<file path="src/rtl/mod_barrett_pkg.sv">
// Shared helpers for the pipelined Barrett reducer: derived width and reciprocal constants.
package mod_barrett_pkg;

    function automatic int barrett_k(input int m);
        return $clog2(m);
    endfunction

    // Fixed-point reciprocal floor(2^(2k) / m); fits k+1 bits for any legal m.
    function automatic longint barrett_mu(input int m, input int k);
        return (longint'(1) << (2 * k)) / longint'(m);
    endfunction

    function automatic int barrett_qw(input int xw, input int l);
        return xw - l + 1;
    endfunction

    function automatic int barrett_pw(input int xw, input int l);
        return barrett_qw(xw, l) + (l + 1);
    endfunction

    function automatic int barrett_r0w(input int xw);
        return xw + 1;
    endfunction

endpackage

</file>
<file path="src/rtl/mod_barrett_stage.sv">
// Generic valid/ready register slice; one bubble-free pipeline stage with a reset payload.
module mod_barrett_stage #(
    parameter int W = 8
) (
    input  logic         clk,
    input  logic         rst,
    input  logic         up_valid,
    output logic         up_ready,
    input  logic [W-1:0] up_data,
    output logic         dn_valid,
    input  logic         dn_ready,
    output logic [W-1:0] dn_data
);

    assign up_ready = !rst && (!dn_valid || dn_ready);

    always_ff @(posedge clk) begin
        if (rst) begin
            dn_valid <= 1'b0;
            dn_data  <= '0;
        end else if (up_ready) begin
            dn_valid <= up_valid;
            if (up_valid) begin
                dn_data <= up_data;
            end
        end
    end

endmodule

</file>
<file path="src/rtl/mod_barrett_pipe.sv">
// Three-stage Barrett reducer r = x mod M (and q = x / M with MOD_BARRETT_QUOT_EN defined).
module mod_barrett_pipe
    import mod_barrett_pkg::*;
#(
    parameter int M  = 100,
    parameter int K  = barrett_k(M),
    parameter int XW = 2 * K,
    parameter int TW = 1
) (
    input  logic          clk,
    input  logic          rst,
    input  logic          in_valid,
    output logic          in_ready,
    input  logic [XW-1:0] in_x,
    input  logic [TW-1:0] in_tag,
    output logic          out_valid,
    input  logic          out_ready,
    output logic [K-1:0]  out_r,
`ifdef MOD_BARRETT_QUOT_EN
    output logic [XW-K:0] out_q,
`endif
    output logic [TW-1:0] out_tag
);

    localparam int L   = ((XW + 1) / 2 > K) ? (XW + 1) / 2 : K;
    localparam int QW  = barrett_qw(XW, L);
    localparam int PW  = barrett_pw(XW, L);
    localparam int R0W = barrett_r0w(XW);
    localparam logic [K:0]     MU   = (K + 1)'(barrett_mu(M, K));
    localparam logic [R0W-1:0] M_R0 = R0W'(M);

    if (M < 2 || M >= 65536) begin : g_bad_m
        $error("mod_barrett_pipe: M=%0d outside 2..65535", M);
    end
    if (XW > 2 * K || XW < K) begin : g_bad_xw
        $error("mod_barrett_pipe: XW=%0d outside K..2K (K=%0d)", XW, K);
    end

    // S1: scaled estimate product
    localparam int W1 = PW + XW + TW;
    logic [QW-1:0] q1;
    logic [PW-1:0] p_in;
    logic [W1-1:0] s1_data;
    logic          v1, rdy2;

    assign q1   = in_x[XW-1:L-1];
    assign p_in = PW'(q1) * PW'(MU);

    mod_barrett_stage #(.W(W1)) u_s1 (
        .clk(clk), .rst(rst),
        .up_valid(in_valid), .up_ready(in_ready), .up_data({p_in, in_x, in_tag}),
        .dn_valid(v1), .dn_ready(rdy2), .dn_data(s1_data)
    );

    logic [PW-1:0]  s1_p;
    logic [XW-1:0]  s1_x;
    logic [TW-1:0]  s1_tag;
    logic [QW-1:0]  q3;
    logic [R0W-1:0] r0;
    logic [L:0]     unused_p_lo;

    assign s1_p        = s1_data[W1-1 -: PW];
    assign s1_x        = s1_data[TW +: XW];
    assign s1_tag      = s1_data[TW-1:0];
    assign q3          = s1_p[PW-1:L+1];
    assign unused_p_lo = s1_p[L:0];
    // Estimate never overshoots, so the wrapped subtraction is the true non-negative r0.
    assign r0          = R0W'(s1_x) - R0W'(q3) * M_R0;

    // S2: partial remainder
`ifdef MOD_BARRETT_QUOT_EN
    localparam int W2 = QW + R0W + TW;
    logic [W2-1:0] s2_in;
    assign s2_in = {q3, r0, s1_tag};
`else
    localparam int W2 = R0W + TW;
    logic [W2-1:0] s2_in;
    assign s2_in = {r0, s1_tag};
`endif
    logic [W2-1:0] s2_data;
    logic          v2, rdy3;

    mod_barrett_stage #(.W(W2)) u_s2 (
        .clk(clk), .rst(rst),
        .up_valid(v1), .up_ready(rdy2), .up_data(s2_in),
        .dn_valid(v2), .dn_ready(rdy3), .dn_data(s2_data)
    );

    logic [R0W-1:0] s2_r0, r_a, r_b;
    logic [TW-1:0]  s2_tag;
    logic           c1, c2;
    logic [K-1:0]   r_fin;
    logic [R0W-1:K] unused_r_hi;

    assign s2_r0       = s2_data[TW +: R0W];
    assign s2_tag      = s2_data[TW-1:0];
    assign c1          = (s2_r0 >= M_R0);
    assign r_a         = c1 ? s2_r0 - M_R0 : s2_r0;
    assign c2          = (r_a >= M_R0);
    assign r_b         = c2 ? r_a - M_R0 : r_a;
    assign r_fin       = r_b[K-1:0];
    assign unused_r_hi = r_b[R0W-1:K];

    // S3: corrected result
`ifdef MOD_BARRETT_QUOT_EN
    localparam int W3 = QW + K + TW;
    logic [QW-1:0] s2_q3, qf;
    logic [W3-1:0] s3_in;
    assign s2_q3 = s2_data[W2-1 -: QW];
    assign qf    = s2_q3 + QW'(c1) + QW'(c2);
    assign s3_in = {qf, r_fin, s2_tag};
`else
    localparam int W3 = K + TW;
    logic [W3-1:0] s3_in;
    assign s3_in = {r_fin, s2_tag};
`endif
    logic [W3-1:0] s3_data;

    mod_barrett_stage #(.W(W3)) u_s3 (
        .clk(clk), .rst(rst),
        .up_valid(v2), .up_ready(rdy3), .up_data(s3_in),
        .dn_valid(out_valid), .dn_ready(out_ready), .dn_data(s3_data)
    );

    assign out_r   = s3_data[TW +: K];
    assign out_tag = s3_data[TW-1:0];
`ifdef MOD_BARRETT_QUOT_EN
    assign out_q   = s3_data[W3-1 -: QW];
`endif

`ifndef SYNTHESIS
    always @(posedge clk) begin
        if (!rst && out_valid) begin
            assert ({1'b0, out_r} < (K + 1)'(M));
        end
    end
`endif

endmodule

</file>
<file path="config.mk">
export PLATFORM = sky130hd
export DESIGN_NAME = mod_barrett_pipe
export DESIGN_NICKNAME = d
export VERILOG_FILES = /design/src/rtl/mod_barrett_pkg.sv /design/src/rtl/mod_barrett_stage.sv /design/src/rtl/mod_barrett_pipe.sv
export SDC_FILE = /design/constraint.sdc
export NUM_CORES = 1
export LEC_CHECK = 0
export ABC_AREA = 1
export CAP_MARGIN = 30
export CORE_UTILIZATION = 40
export CTS_CLUSTER_SIZE = 25
export DETAILED_ROUTE_END_ITERATION = 6
export PLACE_DENSITY = 0.56
export SYNTH_ARGS = -nofsm -noshare
export SYNTH_HDL_FRONTEND = slang
export SYNTH_SLANG_ARGS = --single-unit
</file>
<file path="constraint.sdc">
create_clock -name clk -period 7.4 [get_ports clk]
set_input_delay 1.11 -clock clk [delete_from_list [all_inputs] [get_ports clk]]
set_output_delay 1.11 -clock clk [all_outputs]
set_load 0.01 [all_outputs]
</file>
## Word-level counts from Yosys, hierarchy flattened

Cells that the tools add are included.

- Word-level logic and storage cells: 28
- Output and inout bits: 10
- Register bits after elaboration: 58
- Input port bits: 19

- Magnitude comparators: 2
- Reduce and logical (&&, ||, !) cells: 13
- Muxes and demuxes: 2
- $add $sub $neg: 3
- Multipliers: 2

Operator list:

| operator | count |
|---|---|
| greater-or-equal comparator 15 x 7 -> 1 bit, second input constant | 2 |
| multiplier 8 x 8 -> 16 bit, second input constant | 1 |
| two-way mux 15 bit | 1 |
| subtractor 14 x 15 -> 15 bit | 1 |
| subtractor 15 x 7 -> 15 bit, second input constant | 1 |
| multiplier 8 x 5 -> 13 bit, second input constant | 1 |
| two-way mux 7 bit | 1 |
| subtractor 7 bit, second input constant | 1 |
| AND reduction 2 bit | 3 |
| zero test 1 bit | 4 |
| logical AND 1 bit | 3 |
| logical OR 1 bit | 3 |

## Depth between registers and ports, before layout

Gate-level depths: netlist of the first run.

- Depth in word-level cells: 8
- Depth in mapped cells: 21
- Mapped depth without buffers: 21

## Hierarchy

From an unflattened synthesis of the first run, not the netlist that was laid out.

- Cells, all modules: 804
- Area, all modules: 5,894.4 um^2

Modules (own cells, without submodules):

| module | cells each | times used | sequential area each (um^2) | area an instance (um^2) |
|---|---|---|---|---|
| mod_barrett_pipe | 424 | 1 | 0.0 | 3,168.0 |
| mod_barrett_stage (u_s1) | 211 | 1 | 640.6 | 1,457.6 |
| mod_barrett_stage (u_s2) | 111 | 1 | 340.3 | 855.8 |
| mod_barrett_stage (u_s3) | 58 | 1 | 180.2 | 412.9 |

## Least setup slack after synthesis of the first run

No wires, ideal clock.

- Kind: input -> register
- From: in in_x[7]
- To: reg u_s1.dn_data[28]
- Path slack: 3.468 ns
- Path buffers: 0
- Stages on the path: 17
- Library setup time: 0.109 ns
- Arrival: 3.823 ns
- Data required time: 7.291 ns
- Cells stage by stage: ha_1 ha_1 ha_1 inv_1 fa_1 inv_1 ha_1 a21oi_1 o21ai_0 a21oi_1 o21ai_0 inv_1 o21bai_1 a21oi_1 o21ai_0 nand2_1 inv_1

- Word-level cells in the longest chain between the ends: 1

RTL lines:

| element | line | text |
|---|---|---|
| from (decl) | mod_barrett_pipe.sv:14 | `input logic [XW-1:0] in_x,` |
| multiplier 8 x 8 -> 16 bit | mod_barrett_pipe.sv:47 | `assign p_in = PW'(q1) * PW'(MU);` |
| to (signal assigned) | mod_barrett_stage.sv:24 | `dn_data <= up_data;` |
| to (decl) | mod_barrett_stage.sv:12 | `output logic [W-1:0] dn_data` |

No other way between the ends.
A chain may end at the register's enable or synchronous reset.

## Worst setup path in the final report of the first run

- From: in in_x[9]
- To: reg u_s1.dn_data[28]

Same word-level chain as after synthesis.

==> impl_metrics.ini, run 1 <==
[sta]
final.period_utilization = 0.6152
timing_worst_slew_pin_value_ns = 0.9176
final.setup_skew_ns = 0.006117
timing.slew.headroom = 0.3868
fin_hold_ws_ns = 0.4667
hold_viol_final = 0
setup_viol = 0
rsz0062_at_grt = no
slew_violations = 0
clock.fmax_ghz = 0.2197
final_critical_delay_including_setup_and_external_delays_ns = 4.553
final.setup.tns_ns = 0

[detailed_routing]
ant_nets = 0
drt-wirelength-per-cell_microns = 12.86
dr_total_vias = 3930
first_iter_violations = 177
first_pass_iters = 4
detail_routed_via_count_per_cell = 4.994
post-route-drc-count = 0
routed_wirelength_mm = 10.12

[logic_synthesis]
synth.ff_latch_count = 50
asyncSetResetFlopFracSynth = 0
synth_edf_count = 0
syn_area_cell_sq_um = 7.542
synth_flop_cell = sky130_fd_sc_hd__dfxtp_1
synthesized_net_count = 738
seq_area_frac_synth = 0.2141
post_synthesis_instance_total = 620
synth_warnings = 0
synth_cell_type_count = 38
syn-cell-area_sq_um = 4676

[pwr]
internal_power_w = 0.0008742
total_power_w = 0.001678
maximum_vdd_drop_mv = 0.2138
power.share.switching = 0.4791
seq_power_share = 0.215
comb_power_share = 0.645
power.leakage_nw = 2.671
netSwitchingPower_w = 0.0008041
p_clk_frac = 0.140
power_per_cell_area_nw_per_um2 = 320.7

[cells_and_area]
antenna_diode_instance_count = 0
final_layout_size_suffix_gt1_frac = 0.07298
fillerInstances = 1183
area_delta_synth_final_pct = 11.91
count_of_placed_standard_cells_in_the_final_layout_fillers_left_out = 787
fin_nets = 761

[worst_setup_path]
critical_path.endpoint_type = register
cp.required_ns = 7.63
start_kind = input port
cp_peak_stage_delay_ns = 0.58
cp_data_arrival_time_ns = 4.79
critical_path.cell_chain = clkdlybuf4s50_1 > ha_1 > ha_1 > ha_1 > inv_1 > fa_1 > inv_1 > ha_1 > nand2_1 > o21ai_0 > a21oi_1 > o21ai_0 > inv_1 > o21bai_1 > a21oi_1 > o21ai_0 > nand2_1 > inv_1
crit_fanout = 5
reg2reg_setup_slack_ns = 3.36
timing_worst_setup_path_type = input port to register
critical_path.slowest_cell = sky130_fd_sc_hd__clkdlybuf4s50_1

[cts]
clock-sinks = 50
clk_path_buf_depth = 2
post-cts-setup-buffer-count = 0
cts_tree = built
cts_bufs_inserted = 5
cts-hold-fix-buffers = 0
clkTransAtPathRegs_ns = 0.07
worst_skew_late_latency_ns = 0.29
htreeDepth = 2
master_cell_of_the_clock_root_buffer = sky130_fd_sc_hd__clkbuf_16
cts.repair.resized = 0

[floorplanning]
die_extent_in_y_microns = 110.1
floorplan.core_area_sq_um = 11420
ios = 29
die_w_microns = 110.1
initial_utilization = 0.4095
die_area_sq_um = 12130
num_rows = 39

[place]
finalWeightedCongestion = 0.8588
numPlacedInstances = 779
dp.final_hpwl_mm = 8.431
input_output_buffers = 28

[global_route]
grt_pass1_vias = 3669
grt-ovfl-total = 0
wire_length_of_the_first_global_routing_pass_mm = 16.79
initial_antenna_violation_count = 0
grt.total_usage = 0.1748
largest_net_degree_at_the_start_of_global_routing = 42

[flow_run]
max_cap_violations = 0

[run_status]
status = finished clean

[min_path]
min_path_type = register to register
[cell type report]
cell class / instances / area (sq um) / area share
multi-input cells: 473 / 3291 / 0.6289
flip-flops and latches: 50 / 1001 / 0.1913
inverters: 84 / 317.8 / 0.06074
repair buffers: 29 / 287.8 / 0.05500
well taps: 143 / 178.9 / 0.03419
clock buffers: 6 / 138.9 / 0.02654
clock inverters: 2 / 17.52 / 0.003348
[path summary, 6_finish.rpt]
check                                 startpoint                to  depth (start not counted)
worst max-delay path                     in_x[9]  u_s1.dn_data[28]                         18
worst min-delay path             u_s1.dn_data[3]   u_s1.dn_data[3]                          2
worst max register to register  u_s1.dn_data[26]  u_s2.dn_data[15]                         20
worst min register to register   u_s1.dn_data[3]   u_s1.dn_data[3]                          2
[through the flow]
step | setup slack [ns] | util | instance area [sq um]
finish | 2.847 | 0.4583 | 5233
global route | 2.476 | 0.4583 | 5233
CTS | 2.831 | 0.4583 | 5233
detailed placement | 2.543 | 0.4446 | 5076
global placement | 2.612 | 0.4446 | 5076
floorplan | 3.468 | - | 4676
[critical path: cells and delay by family]
kind	cells	cell delay, ns
AO/OA/AOI/OAI	6	0.97
adder cells (fa/ha/maj)	5	1.74
AND/OR/NAND/NOR	2	0.17
buffers and inverters	5	0.79
[sequential cells by signal, summed over array words and instances (netlist names)]
register / flops
u_s2.dn_valid: 1
u_s3.dn_data: 8
u_s2.dn_data: 16
u_s1.dn_data: 23
u_s3.dn_valid: 1
u_s1.dn_valid: 1
[synth_stat cells, types with 7 or more instances]
cell | count | area, sq um
sky130_fd_sc_hd__xnor2_1 | 10 | 87.58
sky130_fd_sc_hd__nand2_4 | 7 | 78.83
sky130_fd_sc_hd__clkbuf_1 | 10 | 37.54
sky130_fd_sc_hd__nand3_1 | 58 | 290.3
sky130_fd_sc_hd__fa_1 | 8 | 160.2
sky130_fd_sc_hd__nand2_2 | 8 | 50.05
sky130_fd_sc_hd__nor2_1 | 18 | 67.56
sky130_fd_sc_hd__xor2_1 | 18 | 157.7
sky130_fd_sc_hd__a21oi_1 | 43 | 215.2
sky130_fd_sc_hd__inv_1 | 74 | 277.8
sky130_fd_sc_hd__nand2_1 | 125 | 469.2
sky130_fd_sc_hd__o21ai_0 | 38 | 190.2
sky130_fd_sc_hd__ha_1 | 91 | 1139
sky130_fd_sc_hd__nand4_1 | 10 | 62.56
sky130_fd_sc_hd__dfxtp_1 | 50 | 1001
[cells in the final DEF, fill, tap and decap left out, drive strengths merged]
master and n:
clkdlybuf4s50 28, clkbuf 6, a21oi 43, a21o 2, o211ai 1, a211oi 4
or2 1, inv 81, xnor2 10, nor3 2, nand4 11, a31oi 3
ha 91, a31o 1, nand3b 2, nor2 27, xor2 18, dfxtp 50
o21ai 41, nand3 60, o31ai 1, nand2 140, or3 1, fa 8
buf 1, o21bai 6, clkinv 5
[routing by layer]
layer	up-vias	part of all wire	track usage	wire length (microns)
met5	-	0	0	0
met4	0	0.0088	0.03947	89
met1	1777	0.48	0.2215	4890
met2	26	0.50	0.3188	5038
met3	7	0.010	0.01646	102
li1	2120	-	-	-
[cell families (layout without fill, tap and decap cells)]
| kind of cell | count (synthesis) | after routing | synth area share |
|---|---|---|---|
| xor+xnor | 28 | 28 | 0.05245 |
| fa+ha+maj | 99 | 99 | 0.2778 |
| simple gates | 244 | 244 | 0.2537 |
| buf+inv | 97 | 121 | 0.08215 |
| flops | 50 | 50 | 0.2141 |
| compound gates | 102 | 102 | 0.1199 |
[power by group through the flow]
stage          clock [W]  combinational [W]  sequential, W
2_1_floorplan          0           0.000912       0.000353
3_3_place_gp           0            0.00107       0.000366
3_5_place_dp           0            0.00109       0.000368
4_1_cts         0.000240            0.00109       0.000362
5_1_grt         0.000251            0.00126       0.000367
6_report        0.000235            0.00108       0.000361
Note: power is estimated with default switching activity, not from simulation.
==> run 2: changes to the inputs <==
PLACE_DENSITY = 0.59   (was 0.56)
clock period = 4.1 ns   (was 7.4 ns; I/O delays follow)
==> run 2 against run 1 <==
  * Clock skew decreased by 0.0023 ns
  * Die area unchanged
  * Count of clock-buffer cells in the layout decreased by 1
==> impl_metrics.ini, run 2 (same netlist as run 1, synthesis figures left out) <==
[pwr]
power_per_cell_area_nw_per_um2 = 583.3
maximum_vdd_drop_mv = 0.3998
total_power_w = 0.003135
power.leakage_nw = 2.747

[detailed_routing]
dr_total_vias = 4041
first_iter_violations = 198
detail_routed_via_count_per_cell = 5.045
drt-wirelength-per-cell_microns = 12.61
post-route-drc-count = 0
ant_nets = 0
routed_wirelength_mm = 10.10
first_pass_iters = 4

[cts]
master_cell_of_the_clock_root_buffer = sky130_fd_sc_hd__clkbuf_16
worst_skew_late_latency_ns = 0.29
cts_tree = built
clock-sinks = 50
cts_bufs_inserted = 5
clkTransAtPathRegs_ns = 0.07
htreeDepth = 2
clk_path_buf_depth = 2

[global_route]
largest_net_degree_at_the_start_of_global_routing = 42
grt_pass1_vias = 3874
grt.total_usage = 0.1760
grt-ovfl-total = 0
initial_antenna_violation_count = 0
wire_length_of_the_first_global_routing_pass_mm = 17.01

[place]
dp.final_hpwl_mm = 8.224
dpl-instance-area_sq_um = 5159
placement.setup.worst_slack_ns = 0.009143
input_output_buffers = 28
numPlacedInstances = 790
finalWeightedCongestion = 0.8442

[floorplanning]
ios = 29
num_rows = 39
die_extent_in_y_microns = 110.1
die_area_sq_um = 12130
die_w_microns = 110.1
initial_utilization = 0.4095
floorplan.core_area_sq_um = 11420

[sta]
slew_violations = 0
final_critical_delay_including_setup_and_external_delays_ns = 3.863
fin_hold_ws_ns = 0.4598
layout_setup_ws_ns = 0.2374
final.period_utilization = 0.9421
timing.slew.headroom = 0.6075
hold_viol_final = 0
clock.fmax_ghz = 0.2589
setup_viol = 0
timing_worst_slew_pin_value_ns = 0.5865
final.setup_skew_ns = 0.003807

[cells_and_area]
fillerInstances = 1178
count_of_placed_standard_cells_in_the_final_layout_fillers_left_out = 801
flip_flop_count_of_the_largest_register_after_layout = 23
antenna_diode_instance_count = 0
mostFrequentLayoutCells = 125 x sky130_fd_sc_hd__nand2_1, 90 x sky130_fd_sc_hd__ha_1, 74 x sky130_fd_sc_hd__inv_1
finish.instance_area_sq_um = 5374
largest_register = u_s1.dn_data
layout.cells.most_common = sky130_fd_sc_hd__nand2_1
area_delta_synth_final_pct = 14.93
final_layout_size_suffix_gt1_frac = 0.1003
fin_nets = 775
reg.largest.list = u_s1.dn_data (23), u_s2.dn_data (16), u_s3.dn_data (8)

[worst_setup_path]
r2r-start = u_s1.dn_data[25]
cp.required_ns = 4.29
number_of_cells_traversed_by_the_worst_register_to_register_path = 18
crit_start = u_s1.dn_data[25]
crit_fanout = 5
cp_data_arrival_time_ns = 4.06
timing_worst_setup_path_type = register to register
critical_path.endpoint_type = register
start_kind = register

[min_path]
hold_sp = u_s1.dn_data[0]
min_path_type = register to register
min_delay_path_depth = 2

[flow_run]
max_cap_violations = 0

[run_status]
status = finished clean
-- run 2: cell types whose count changed in the layout (fill, tap and decap cells not counted) --
cell,delta
sky130_fd_sc_hd__ha_4,+1
sky130_fd_sc_hd__dfxtp_1,-3
sky130_fd_sc_hd__buf_4,+14
sky130_fd_sc_hd__clkbuf_8,-1
sky130_fd_sc_hd__clkinv_4,-2
sky130_fd_sc_hd__ha_1,-1
sky130_fd_sc_hd__bufinv_16,+1
sky130_fd_sc_hd__a21oi_2,+1
sky130_fd_sc_hd__inv_6,+2
sky130_fd_sc_hd__a21oi_1,-1
sky130_fd_sc_hd__dfxtp_2,+3
-- run 2: worst max-delay path, stage by stage (launching register included) --
cell and delay [ns]:
sky130_fd_sc_hd__dfxtp_2 0.35, sky130_fd_sc_hd__ha_1 0.30, sky130_fd_sc_hd__ha_1 0.31, sky130_fd_sc_hd__fa_1 0.54
sky130_fd_sc_hd__ha_4 0.23, sky130_fd_sc_hd__a21oi_1 0.16, sky130_fd_sc_hd__nand2_1 0.11, sky130_fd_sc_hd__a21oi_1 0.15
sky130_fd_sc_hd__o21bai_1 0.11, sky130_fd_sc_hd__buf_4 0.14, sky130_fd_sc_hd__xor2_1 0.14, sky130_fd_sc_hd__ha_1 0.38
sky130_fd_sc_hd__nand4_1 0.14, sky130_fd_sc_hd__or3_1 0.36, sky130_fd_sc_hd__nand4_1 0.09, sky130_fd_sc_hd__or2_2 0.11
sky130_fd_sc_hd__nand3_1 0.06, sky130_fd_sc_hd__nand2_1 0.06, sky130_fd_sc_hd__inv_1 0.04
-- run 2: cell type report --
| type | count | area [sq um] | share of cell area |
|---|---|---|---|
| flip-flops and latches | 50 | 1005 | 0.1870 |
| clock inverters | 3 | 47.55 | 0.008848 |
| well taps | 143 | 178.9 | 0.03329 |
| multi-input cells | 473 | 3307 | 0.6154 |
| clock buffers | 5 | 125.1 | 0.02328 |
| inverters | 84 | 317.8 | 0.05914 |
| repair buffers | 43 | 392.9 | 0.07311 |
-- run 2: final timing paths --
check,to,slack [ns]
max,u_s2.dn_data[15],0.24
min,u_s2.dn_data[0],0.46
min reg2reg,u_s2.dn_data[0],0.46
max reg2reg,u_s2.dn_data[15],0.24
-- run 2: repair_timing --
item | CTS | global route
endpoints found under the setup margin | 0 | 1
buffers inserted | 0 | 3
gates resized for setup | 0 | 5
hold buffers | 0 | 0
-- run 2: metrics by stage --
step                  util  TNS (ns)
floorplan                -         0
global placement    0.4518         0
detailed placement  0.4518         0
CTS                 0.4669         0
global route        0.4706  -0.02590
finish              0.4706         0
-- run 2: metal layers --
| layer | global-route usage | up-vias | routed length (microns) |
|---|---|---|---|
| li1 | - | 2138 | - |
| met1 | 0.2103 | 1834 | 4629 |
| met2 | 0.3246 | 51 | 5027 |
| met3 | 0.02469 | 18 | 247 |
| met4 | 0.05263 | 0 | 198 |
| met5 | 0 | - | 0 |
-- run 2: report_power, final --
part	switching, W	internal [W]	leakage (nW)
clock	0.000191	0.000292	0.0848
combinational	0.00119	0.000812	2.25
sequential	0.0000821	0.000563	0.413
